`src/rtl/cpu_clock_ctrl.sv`:
```
// cpu_clock_ctrl: run/step controller for the CPU core on the 50 MHz board clock.
// Produces a registered one-cycle step_en pulse that the core uses as a clock
// enable. The modes are free-run, power-of-two divided, debounced single-step
// and N-step burst.
//
// Optional feature macro: CPU_CLOCK_CTRL_BREAKPOINT_EN (adds pc/bp_addr/bp_en/bp_hit).
//
// Ports:
//   CLOCK_50   in   sole clock
//   reset      in   asynchronous, active-high
//   mode       in   0 free-run, 1 divided, 2 single-step, 3 burst
//   div_sel    in   divide exponent (period 2^div_sel), clamped to DIV_W-1
//   step_key   in   raw active-low pushbutton (asynchronous)
//   burst_len  in   steps per burst, sampled on the press event
//   halt       in   synchronous level, suppresses step_en while high
//   pc         in   core PC for breakpoint compare       (macro only)
//   bp_addr    in   breakpoint address                   (macro only)
//   bp_en      in   breakpoint enable                    (macro only)
//   step_en    out  one-cycle step pulse
//   step_count out  total steps issued, wraps
//   busy       out  burst in progress
//   bp_hit     out  sticky breakpoint flag               (macro only)
module cpu_clock_ctrl #(
  parameter int unsigned DIV_W           = 27,
  parameter int unsigned SEL_W           = 5,
  parameter int unsigned CNT_W           = 16,
  parameter int unsigned PC_W            = 16,
  parameter int unsigned SYNC_STAGES     = 2,
  parameter int unsigned DEBOUNCE_CYCLES = 500000
) (
  input  logic             CLOCK_50,
  input  logic             reset,
  input  logic [1:0]       mode,
  input  logic [SEL_W-1:0] div_sel,
  input  logic             step_key,
  input  logic [CNT_W-1:0] burst_len,
  input  logic             halt,
`ifdef CPU_CLOCK_CTRL_BREAKPOINT_EN
  input  logic [PC_W-1:0]  pc,
  input  logic [PC_W-1:0]  bp_addr,
  input  logic             bp_en,
  output logic             bp_hit,
`endif
  output logic             step_en,
  output logic [CNT_W-1:0] step_count,
  output logic             busy
);

  if (SYNC_STAGES < 2 || PC_W < 1 || DEBOUNCE_CYCLES < 1 ||
      (64'd1 << SEL_W) < 64'(DIV_W)) begin : g_param_check
    $error("cpu_clock_ctrl: invalid parameter combination");
  end

  typedef enum logic [1:0] {
    IDLE  = 2'd0,
    RUN   = 2'd1,
    BURST = 2'd2
  } state_e;

  localparam int unsigned      DB_W    = $clog2(DEBOUNCE_CYCLES + 1);
  localparam logic [DB_W-1:0]  DB_LAST = DB_W'(DEBOUNCE_CYCLES - 1);

  // ---------------------------------------------------------------- key path
  logic [SYNC_STAGES-1:0] sync_q;
  logic                   key_s;
  logic                   key_db_q;
  logic [DB_W-1:0]        db_cnt_q;
  logic                   press_q;

  assign key_s = sync_q[SYNC_STAGES-1];

  // The debounced level flips once DEBOUNCE_CYCLES consecutive samples differ
  // from it; a flip to 0 is the one-cycle press event.
  always_ff @(posedge CLOCK_50 or posedge reset) begin
    if (reset) begin
      sync_q   <= '1;
      key_db_q <= 1'b1;
      db_cnt_q <= '0;
      press_q  <= 1'b0;
    end else begin
      sync_q  <= {sync_q[SYNC_STAGES-2:0], step_key};
      press_q <= 1'b0;
      if (key_s == key_db_q) begin
        db_cnt_q <= '0;
      end else if (db_cnt_q == DB_LAST) begin
        key_db_q <= key_s;
        db_cnt_q <= '0;
        press_q  <= ~key_s;
      end else begin
        db_cnt_q <= db_cnt_q + DB_W'(1);
      end
    end
  end

  // ----------------------------------------------------------------- divider
  logic [DIV_W-1:0] div_cnt_q;
  logic [DIV_W-1:0] div_mask;
  logic [31:0]      sel_eff;
  logic             div_tick;

  always_ff @(posedge CLOCK_50 or posedge reset) begin
    if (reset) div_cnt_q <= '0;
    else       div_cnt_q <= div_cnt_q + DIV_W'(1);
  end

  always_comb begin
    sel_eff = 32'(div_sel);
    if (sel_eff >= DIV_W) sel_eff = DIV_W - 1;
    div_mask = '0;
    for (int unsigned i = 0; i < DIV_W; i++) div_mask[i] = (i < sel_eff);
    div_tick = ((div_cnt_q & div_mask) == '0);
  end

  // -------------------------------------------------------------- core state
  state_e           state_q, state_d;
  logic [CNT_W-1:0] remaining_q, remaining_d;
  logic             step_en_q;
  logic [CNT_W-1:0] step_count_q;
  logic             step_req, step_en_d, press_use;
  logic             bp_hit_s, bp_match;

  // ------------------------------------------------------------- breakpoint
`ifdef CPU_CLOCK_CTRL_BREAKPOINT_EN
  logic bp_hit_q, bp_armed_q;

  always_comb begin
    bp_hit_s = bp_hit_q;
    bp_match = bp_en & bp_armed_q & (pc == bp_addr) &
               ((state_q == RUN) | (state_q == BURST));
  end

  // A press clears the flag and disarms; the compare re-arms once the PC has
  // moved off the breakpoint so the resumed run does not re-hit immediately.
  always_ff @(posedge CLOCK_50 or posedge reset) begin
    if (reset) begin
      bp_hit_q   <= 1'b0;
      bp_armed_q <= 1'b1;
    end else if (press_q) begin
      bp_hit_q   <= 1'b0;
      bp_armed_q <= 1'b0;
    end else begin
      if (bp_match)        bp_hit_q   <= 1'b1;
      if (pc != bp_addr)   bp_armed_q <= 1'b1;
    end
  end

  assign bp_hit = bp_hit_q;
`else
  always_comb begin
    bp_hit_s = 1'b0;
    bp_match = 1'b0;
  end
`endif

  // ------------------------------------------------------------ state register
  always_ff @(posedge CLOCK_50 or posedge reset) begin
    if (reset) begin
      state_q      <= IDLE;
      remaining_q  <= '0;
      step_en_q    <= 1'b0;
      step_count_q <= '0;
    end else begin
      state_q      <= state_d;
      remaining_q  <= remaining_d;
      step_en_q    <= step_en_d;
      step_count_q <= step_count_q + CNT_W'(step_en_d);
    end
  end

  // ------------------------------------------------------------- next state
  // Leaving BURST for any reason (mode change included) clears remaining.
  always_comb begin
    state_d     = IDLE;
    remaining_d = '0;
    if (!mode[1]) begin
      state_d = RUN;
    end else if (state_q == BURST && mode == 2'd3) begin
      state_d     = BURST;
      remaining_d = remaining_q;
      if (step_en_d) begin
        remaining_d = remaining_q - CNT_W'(1);
        if (remaining_q == CNT_W'(1)) state_d = IDLE;
      end
    end else if (state_q == IDLE && mode == 2'd3 && press_use && burst_len != '0) begin
      state_d     = BURST;
      remaining_d = burst_len;
    end
  end

  // ----------------------------------------------------------------- outputs
  // A press that clears a breakpoint is consumed by the clear. The live
  // match also gates the step so the core stops on the breakpoint PC.
  always_comb begin
    press_use = press_q & ~bp_hit_s;
    step_req  = 1'b0;
    case (mode)
      2'd0:    step_req = 1'b1;
      2'd1:    step_req = div_tick;
      2'd2:    step_req = (state_q == IDLE) & press_use;
      default: step_req = (state_q == BURST) & div_tick;
    endcase
    step_en_d = step_req & ~halt & ~bp_hit_s & ~bp_match;
    busy      = (state_q == BURST);
  end

  assign step_en    = step_en_q;
  assign step_count = step_count_q;

endmodule

```
`config.mk`:
```
export PLATFORM = sky130hd
export DESIGN_NAME = cpu_clock_ctrl
export DESIGN_NICKNAME = d
export VERILOG_FILES = /design/src/rtl/cpu_clock_ctrl.sv
export SDC_FILE = /design/constraint.sdc
export NUM_CORES = 1
export LEC_CHECK = 0
export ABC_CLOCK_PERIOD_IN_PS = 3800
export CAP_MARGIN = 20
export CORE_MARGIN = 5
export CORE_UTILIZATION = 46
export CTS_CLUSTER_DIAMETER = 150
export DETAILED_ROUTE_END_ITERATION = 12
export PLACE_DENSITY_LB_ADDON = 0.1
export SKIP_CTS_REPAIR_TIMING = 1
export SYNTH_ARGS = -nofsm -noshare
export SYNTH_HDL_FRONTEND = slang
export SYNTH_SLANG_ARGS = --single-unit
```
`constraint.sdc`:
```
create_clock -name CLOCK_50 -period 3.8 [get_ports CLOCK_50]
set_clock_uncertainty 0.15 [all_clocks]
set_input_delay 1.14 -clock CLOCK_50 [delete_from_list [all_inputs] [get_ports CLOCK_50]]
set_output_delay 1.14 -clock CLOCK_50 [all_outputs]
set_load 0.005 [all_outputs]
```
-- Word-level counts from Yosys, hierarchy flattened
Index checks and enable logic that the tools add are counted.
- bitwise gates (word level): 7
- equal/unequal tests: 8
- order comparisons: 28
- add/subtract/negate cells: 4
- reductions and logical operators: 9
- mux-type cells: 15
- operator list (kind ; count):
    5-bit by 32-bit less-than comparator with 1-bit output (first input constant) ; 11
    4-bit by 32-bit less-than comparator with 1-bit output (first input constant) ; 8
    3-bit by 32-bit less-than comparator with 1-bit output (first input constant) ; 4
    1-bit by 32-bit less-than comparator with 1-bit output (first input constant) ; 2
    2-bit by 32-bit less-than comparator with 1-bit output (first input constant) ; 2
    16-bit 2-to-1 mux ; 4
    19-bit 2-to-1 mux ; 2
    27-bit by 1-bit adder with 27-bit output (second input constant) ; 1
    27-bit AND ; 1
    27-bit logical NOT ; 1
    19-bit by 1-bit adder with 19-bit output (second input constant) ; 1
    19-bit == test (second input constant) ; 1
    16-bit by 1-bit adder with 16-bit output ; 1
    16-bit by 1-bit == test with 1-bit output (second input constant) ; 1
    16-bit nonzero test ; 1
    16-bit by 1-bit subtractor with 16-bit output (second input constant) ; 1
    2-bit 2-to-1 mux ; 5
    2-bit == test (second input constant) ; 3
    5-bit greater-or-equal comparator (second input constant) ; 1
    5-bit 2-to-1 mux ; 1
    1-bit logical AND ; 4
    2-bit logical NOT ; 2
    1-bit AND ; 3
    3-bit != test (second input constant) ; 1
    6 further kinds ; 9
- register bits after elaboration: 85
- bits of input ports: 27

-- Logic depth before layout (Yosys ltp)
Gate-level depths: netlist of the first run.
- word-level depth: 11
- mapped depth: 14
- mapped depth without buffers: 12

-- Least setup slack after synthesis of the first run
OpenSTA, ideal clock, no wires.
- kind: in2reg
- start point: input port div_sel[3]
- end point: register step_count_q[15] (netlist: step_count[15])
- data arrival time: 3.569 ns
- library setup time: 0.123 ns
- slack: -0.041 ns
- required time: 3.527 ns
- path buffers: 2
- stages: 14
- path through: buf_6 buf_6 a21oi_2 nor2_1 a2111o_1 nor4_4 nand3_1 a21oi_1 ha_1 and3_1 inv_1 nor2_1 nand3_1 xnor2_1
- word-level cells in the longest chain between the ends: 9
- elaborated cells on any way between the ends: 35
- those cells by class: add/sub (1); order compare (28); mux (2); bitwise (3); reduce/logical (1)
- ends and longest elaborated chain (item ; RTL line ; source):
    start, declared ; 34 ; input logic [SEL_W-1:0] div_sel,
    5-bit greater-or-equal comparator ; 108 ; if (sel_eff >= DIV_W) sel_eff = DIV_W - 1;
    5-bit 2-to-1 mux (*) ; 108 ;
    1-bit by 32-bit less-than comparator with 1-bit output (tied with other cells) ; 110 ; for (int unsigned i = 0; i < DIV_W; i++) div_mask[i] = (i < sel_eff);
    27-bit AND (*) ; 111 ; div_tick = ((div_cnt_q & div_mask) == '0);
    27-bit logical NOT (*) ; 111 ;
    1-bit AND ; 200 ; default: step_req = (state_q == BURST) & div_tick;
    1-bit case mux with 3 select lines (*) ; 196 ; case (mode)
    1-bit AND (*) ; 202 ; step_en_d = step_req & ~halt & ~bp_hit_s & ~bp_match;
    named net step_en_d ; 119 ; logic step_req, step_en_d, press_use;
    16-bit by 1-bit adder with 16-bit output (*) ; 166 ; step_count_q <= step_count_q + CNT_W'(step_en_d);
    end signal, assigned ; 166 ;
    end, declared ; 118 ; logic [CNT_W-1:0] step_count_q;
Mark *: on every way through the listed nets, which the timed path passes. The rest lies on a longest branch.
A chain may end at the register's enable or synchronous reset.

-- Final worst setup path of the first run
- start point: input port div_sel[0]
- end point: register step_count_q[9] (netlist: step_count[9])
The elaborated chain is that of the path after synthesis.

==> metrics.md, run 1 <==
| Metric | Value |
|---|---|
| Status | finished, final reports clean |
| Worst Setup End Kind | flip-flop |
| Leakage power | about 0.0023 uW |
| Sequential area share after synthesis | 48.8% |
| Syn_nets | 480 |
| Hold Violations, Final | 0 |
| DRC | 0 |
| Seq cells post-synth | 84 |
| WP depth | 12 |
| Number of port buffers | 44 |
| Clk pin slew, worst setup/hold paths | 0.09 ns |
| DIE AREA | roughly 11000 um^2 |
| Setup CP Type | in2reg |
| Design Power | around 1900 uW |
| Fill cells | 820 |
| Endpoints failing setup | 0 |
| R2r setup slk | around 0.8 ns |
| Initial Utilization | 47.0% |
| R2R cell count | 11 |
| Fraction of layout cells with a size suffix above 1 | 11.6% |
| Slew Limit Headroom | 54.0% |
| Max incr delay on CP | about 0.47 ns |
| Mapped Cells | 446 |
| Vias post-DR | 3449 |
| Avg Vias per Cell | 5.50 |
| Slowest CP cell | clkdlybuf4s50_1 |
| CP startpoint | div_sel[0] |
| RSZ-0062 raised after global routing | no |
| Pwr Density | 352 nW/um^2 |
| Root Driver | clkbuf_8 |
| CP endpoint | step_count[9]$_DFF_PP0_ |
| Cts bufs inserted | 9 |
| Routability-driven placement congestion ratio | 0.814 |
| Post-synth EDFFs | 0 |
| Placeable core area | 9200 um^2 |
| Antenna viol nets, final | 0 |
| Initial antenna violation count | 0 |
| Vias in the first global route | 3497 |
| Top cell type's share of synthesized area | between 40% and 50% |
| CP top delay family | compound AO/OA/AOI/OAI gates |
| H-Tree Depth | 3 |
| CP Max Fanout | 4 |
| WL/cell | 15.1 um |
| Fin crit period | 3.55 ns |
| Critical path, cell by cell | clkdlybuf4s50_1 > o21ai_1 > a21oi_1 > a2111o_1 > nor4_4 > nand3_2 > a21oi_2 > ha_2 > and3_4 > buf_4 > nand4_1 > xnor2_1 |
| Syn_area_per_cell | 9.68 um^2 |
| CTS tree | built |
| Reg2reg start | div_cnt_q[14]$_DFF_PP0_ |
| Routed WL | ~9500 um |
| Fin crit share | 93.3% |
| Clock buffer depth | 2 |
| Main flop type after synthesis | dfrtp_1 |
| Highest clock rate | 0.282 GHz |
| Rows | 35 |
| Area growth syn-to-layout | 23.0% |
| R2R Path End | step_count[9]$_DFF_PP0_ |
| GRT Overall Usage | 17.9% |
| GR Overflow Total | 0 |
| Hold Crit Class | reg2reg |
| Crit path required time | a little under 4 ns |
| Unique cell type count in the Yosys netlist | 54 |
| First-pass GRT wire length | 16500 um |
| Setup TNS | 0 ns |
| Synth area leader | dfrtp_1 |
| Max Cap Viol | 0 |
| Worst skew pair latency | about 0.36 ns |
| Final Max Tran Viols | 0 |
| Warnings from Yosys | 0 |
| Synth top cells by count | dfrtp_1, nor2_1, nand2_1 |
| CTS Sinks | 84 |
| Largest cells by area after synthesis | dfrtp_1, xnor2_1, xor2_1, nand3_1, nor2_1 |
| Worst-Margin Slew | approximately 0.7 ns |
| WP data arrival | 3.64 ns |
| Ant diodes | 0 |
| Most common cell in the netlist | dfrtp_1 |
| Die Wd | 107 um |
| Synth async-reset ratio | 100% |
| Chip height | 107 um |
| Worst VDD drop | 0.227 mV |
| Buf/Inv on CP | 2 |
| Post-detail-place hpwl | 6810 um |
| Fin nets | 545 |
| Pin count of the biggest net entering global routing | 36 |
| DR pass1 iterations | 4 |
| Mapped cell area | 4320 um^2 |
| Startpoint types | input pin |
| DRT iter0 DRCs | 172 |
| I/O Pins | 45 |
-- cell families (layout without fill, tap and decap cells) --
| kind of cell | Yosys count | count (layout) | share of synthesized area, % |
|---|---|---|---|
| buf+inv | 29 | 99 | 2.93 |
| fa+ha+maj | 8 | 8 | 2.26 |
| simple gates | 194 | 194 | 22.7 |
| flops | 84 | 84 | 48.8 |
| mux | 1 | 1 | 0.261 |
| compound gates | 68 | 68 | 10.5 |
| xor+xnor | 62 | 62 | 12.6 |
-- worst register-to-register path, stage by stage (launching register included) --
cell and delay (ns):
dfrtp_1 0.43, o41ai_1 0.36, nand2_1 0.10, a2111o_1 0.43
nor4_4 0.29, nand3_2 0.13, a21oi_2 0.20, ha_2 0.24
and3_4 0.19, buf_4 0.11, nand4_1 0.11, xnor2_1 0.15
-- routing by layer --
metal / track usage (%) / up-vias / wire (um)
li1: - / 1712 / -
met1: 23.8 / 1672 / 4380
met2: 29.2 / 63 / 4610
met3: 5.24 / 2 / 425
met4: 3.56 / 0 / 41
met5: 0 / - / 0
-- power breakdown --
group	internal [uW]	switching [uW]	leakage [uW]
logic	106	75.2	0.00108
clock network	380	346	0.000112
registers	924	36.7	0.00114
total	1410	458	0.00233
-- placed cells by master, fill, tap and decap left out, types with 4 or more instances in the layout --
master and instances:
dfrtp_1 81, nor2_1 45, nand2_1 41, clkdlybuf4s50_1 40, nand3_1 38, xnor2_1 38
xor2_1 24, buf_4 21, a21oi_1 18, nand4_1 16, inv_1 13, o21ai_0 13
nor4_1 10, clkbuf_8 9, and3_1 8, or3_1 6, nor3_1 5, ha_1 5
dlymetal6s2s_1 4
-- per-stage QoR --
| step | setup WS, ns | hold slack [ns] | util (%) | cells | instance area, um^2 |
|---|---|---|---|---|---|
| after floorplan | 0.0114 | 0.195 | - | 446 | 4330 |
| after global placement | -0.236 | 0.203 | 54.6 | 609 | 5020 |
| after detailed placement | -0.383 | 0.215 | 54.6 | 609 | 5020 |
| after CTS | -0.0217 | 0.226 | 57.1 | 625 | 5250 |
| after global routing | 0.0804 | 0.234 | 57.8 | 627 | 5310 |
| final | 0.255 | 0.222 | 57.8 | 627 | 5310 |
-- how the worst min path moves through the flow --
stage	start	to	slack (ns)	cells past startpoint
3_5_place_dp	sync_q[0]$_DFF_PP1_	sync_q[1]$_DFF_PP1_	0.21	0
4_1_cts	sync_q[0]$_DFF_PP1_	sync_q[1]$_DFF_PP1_	0.23	0
2_1_floorplan	sync_q[0]$_DFF_PP1_	sync_q[1]$_DFF_PP1_	0.20	0
6_report	sync_q[0]$_DFF_PP1_	sync_q[1]$_DFF_PP1_	0.22	0
5_1_grt	sync_q[0]$_DFF_PP1_	sync_q[1]$_DFF_PP1_	0.23	0
3_3_place_gp	sync_q[0]$_DFF_PP1_	sync_q[1]$_DFF_PP1_	0.20	0
-- area by class of cell --
cell class,count,area (um^2),area share [%]
Multi-Input combinational cell,333,2130,40.1
Sequential cell,84,2110,39.6
Timing Repair Buffer,69,656,12.3
Tap cell,111,139,2.61
Clock buffer,9,124,2.33
Clock inverter,7,105,1.98
Inverter,14,53.8,1.01
-- sequential cells by signal, summed over array words and instances (netlist names) --
register	count
state_q	2
db_cnt_q	19
step_count	16
step_en	1
sync_q	2
div_cnt_q	26
remaining_q	16
press_q	1
key_db_q	1
Note: power is estimated with default switching activity, not from simulation.
==> run 2: changes to the inputs <==
CTS_CLUSTER_DIAMETER = 60   (was 150)
==> results of run 2 <==
No change in the layout: final DEF, timing and power equal those of run 1.
==> run 3: changes to the inputs <==
REMOVE_ABC_BUFFERS = 1   (was unset)
==> run 3 against run 2 <==
Cell count down 0.16%. Hold slack worse by 0.011 ns. Via count up 0.17%. Global-route usage down 0.73 points. Power down 2.0%. Flip-flop and latch count unchanged. Clock power down 3.9%. Count of clock-buffer cells in the layout up 1. Highest routed layer unchanged.
==> metrics.md, run 3 (same netlist as run 1, synthesis figures left out) <==
| Metric | Value |
|---|---|
| Worst VDD drop | 0.181 mV (-20%) |
| Setup CP Type | in2reg |
| DRC | 0 (unchanged) |
| Initial Utilization | 47.0% (unchanged) |
| WL/cell | 14.9 um (-1.2%) |
| Wire length on met3 | 348 um (-18%) |
| Crit path required time | 3.89 ns (about the same) |
| First-pass GRT wire length | 15900 um (-3.9%) |
| WL met2 | 4480 um (-2.7%) |
| Placeable core area | 9200 um^2 (unchanged) |
| Routability-driven placement congestion ratio | 0.833 (+2.3%) |
| Root Driver | clkbuf_8 |
| Vias post-DR | 3455 (+0.17%) |
| CP Max Fanout | 3 (-1) |
| Critical path, cell by cell | clkdlybuf4s50_1 > o21ai_1 > a21oi_1 > a2111o_1 > nor4_4 > nand3_1 > a21oi_2 > ha_1 > and3_1 > inv_1 > nor2_1 > nand3_1 > xnor2_1 |
| Setup TNS | 0 ns (unchanged) |
| Routed WL | 9320 um (-1.4%) |
| Worst skew pair latency | 0.35 ns (about the same) |
| Worst Setup End Kind | flip-flop |
| Max incr delay on CP | 0.42 ns (-0.05 ns) |
| Number of port buffers | 44 (unchanged) |
| Startpoint types | input pin |
| Leakage power | 0.00231 uW (-0.68%) |
| Cts bufs inserted | 9 (unchanged) |
| I/O Pins | 45 (unchanged) |
| Fin crit share | 91.2% (-2.1 points) |
| Crit path top cell by count | nand3_1 |
| H-Tree Depth | 3 (unchanged) |
| Fin nets | 544 (-0.18%) |
| Placed cell area | 5020 um^2 (about the same) |
| Rows | 35 (unchanged) |
| Worst-Margin Slew | 0.924 ns (+0.234 ns) |
| Hold Crit Class | reg2reg |
| Most frequent cells in the layout | dfrtp_1, nor2_1, nand2_1, nand3_1, clkdlybuf4s50_1 |
| Avg Vias per Cell | 5.52 (+0.33%) |
| Slowest CP cell | clkdlybuf4s50_1 |
| WP data arrival | 3.56 ns (-0.08 ns) |
| Pwr Density | 348 nW/um^2 (-0.96%) |
| DR pass1 iterations | 5 (+1) |
| Antenna viol nets, final | 0 (unchanged) |
| Commonest non-fill, non-tap cell in the layout | dfrtp_1 |
| Fin crit period | 3.47 ns (-0.0793 ns) |
| Largest registers | div_cnt_q: 26 flops, db_cnt_q: 19 flops |
| Pin count of the biggest net entering global routing | 52 (+44%) |
| Slew Limit Headroom | 37.9% (-16 points) |
| RSZ-0062 raised after global routing | no |
| Max Cap Viol | 0 (unchanged) |
| Chip height | 107 um (unchanged) |
| Design Power | 1830 uW (-2.0%) |
| Wire length on met1 | 4350 um (-0.64%) |
| GR Overflow Total | 0 (unchanged) |
| Initial antenna violation count | 0 (unchanged) |
| Buf/Inv on CP | 2 (unchanged) |
| Number of flip-flops in the largest register | 26 (unchanged) |
| Endpoints failing setup | 0 (unchanged) |
| Hold Violations, Final | 0 (unchanged) |
| Top routing layer used | met4 |
| Area growth syn-to-layout | 21.8% |
| DRT iter0 DRCs | 92 (-47%) |
| GRT Overall Usage | 17.1% (-0.73 points) |
| Ant diodes | 0 (unchanged) |
| Die Wd | 107 um (unchanged) |
| Status | finished, final reports clean |
| Final Max Tran Viols | 0 (unchanged) |
| Highest clock rate | 0.289 GHz (+2.3%) |
| WHS | 0.211 ns (-0.0112 ns) |
| CP top delay family | simple AND/OR/NAND/NOR gates |
| Final Cell Area | 5260 um^2 (-1.0%) |
| Clock buffer depth | 2 (unchanged) |
| Fraction of layout cells with a size suffix above 1 | 10.3% (-1.3 points) |
| DIE AREA | 11400 um^2 (unchanged) |
| CTS Sinks | 84 (unchanged) |
| Top reg by flops | div_cnt_q |
| Clk pin slew, worst setup/hold paths | 0.09 ns (about the same) |
| Post-detail-place hpwl | 6710 um (-1.4%) |
| CTS tree | built |
| Vias in the first global route | 3452 (-1.3%) |
run 3: through the flow:
stage | utilization, % | instances | worst slack (ns)
after floorplan | - | 431 | 0.146
after global placement | 54.6 | 610 | -0.296
after detailed placement | 54.6 | 610 | -0.388
after CTS | 56.9 | 626 | -0.0175
after global routing | 57.2 | 626 | 0.105
final | 57.2 | 626 | 0.334
run 3: final cells by class:
| class | instances | area (um^2) |
|---|---|---|
| Tap cell | 111 | 139 |
| Clock inverter | 6 | 88.8 |
| Inverter | 14 | 53.8 |
| Fill cell | 825 | 3940 |
| Clock buffer | 10 | 128 |
| Multi-Input combinational cell | 333 | 2100 |
| Sequential cell | 84 | 2110 |
| Timing Repair Buffer | 68 | 643 |
run 3: power breakdown:
| group | internal (uW) | switching (uW) |
|---|---|---|
| clock | 371 | 327 |
| combinational | 101 | 74.1 |
| sequential | 924 | 34.1 |
run 3: worst paths after layout:
kind	from	to	slack [ns]	cells after the start
setup / recovery	div_sel[0]	step_count[15]$_DFF_PP0_	0.33	13
min in group asynchronous	reset	db_cnt_q[18]$_DFF_PP0_	1.01	2
max in group asynchronous	reset	step_count[5]$_DFF_PP0_	1.83	3
hold / removal	sync_q[0]$_DFF_PP1_	sync_q[1]$_DFF_PP1_	0.21	0
setup reg to reg	div_cnt_q[14]$_DFF_PP0_	step_count[15]$_DFF_PP0_	0.84	12
hold reg to reg	sync_q[0]$_DFF_PP1_	sync_q[1]$_DFF_PP1_	0.21	0
run 3: layer usage:
metal	GRT usage, %	up-vias
met5	0	-
met1	22.8	1670
met2	28.0	69
met4	6.21	0
met3	3.19	12
li1	-	1704
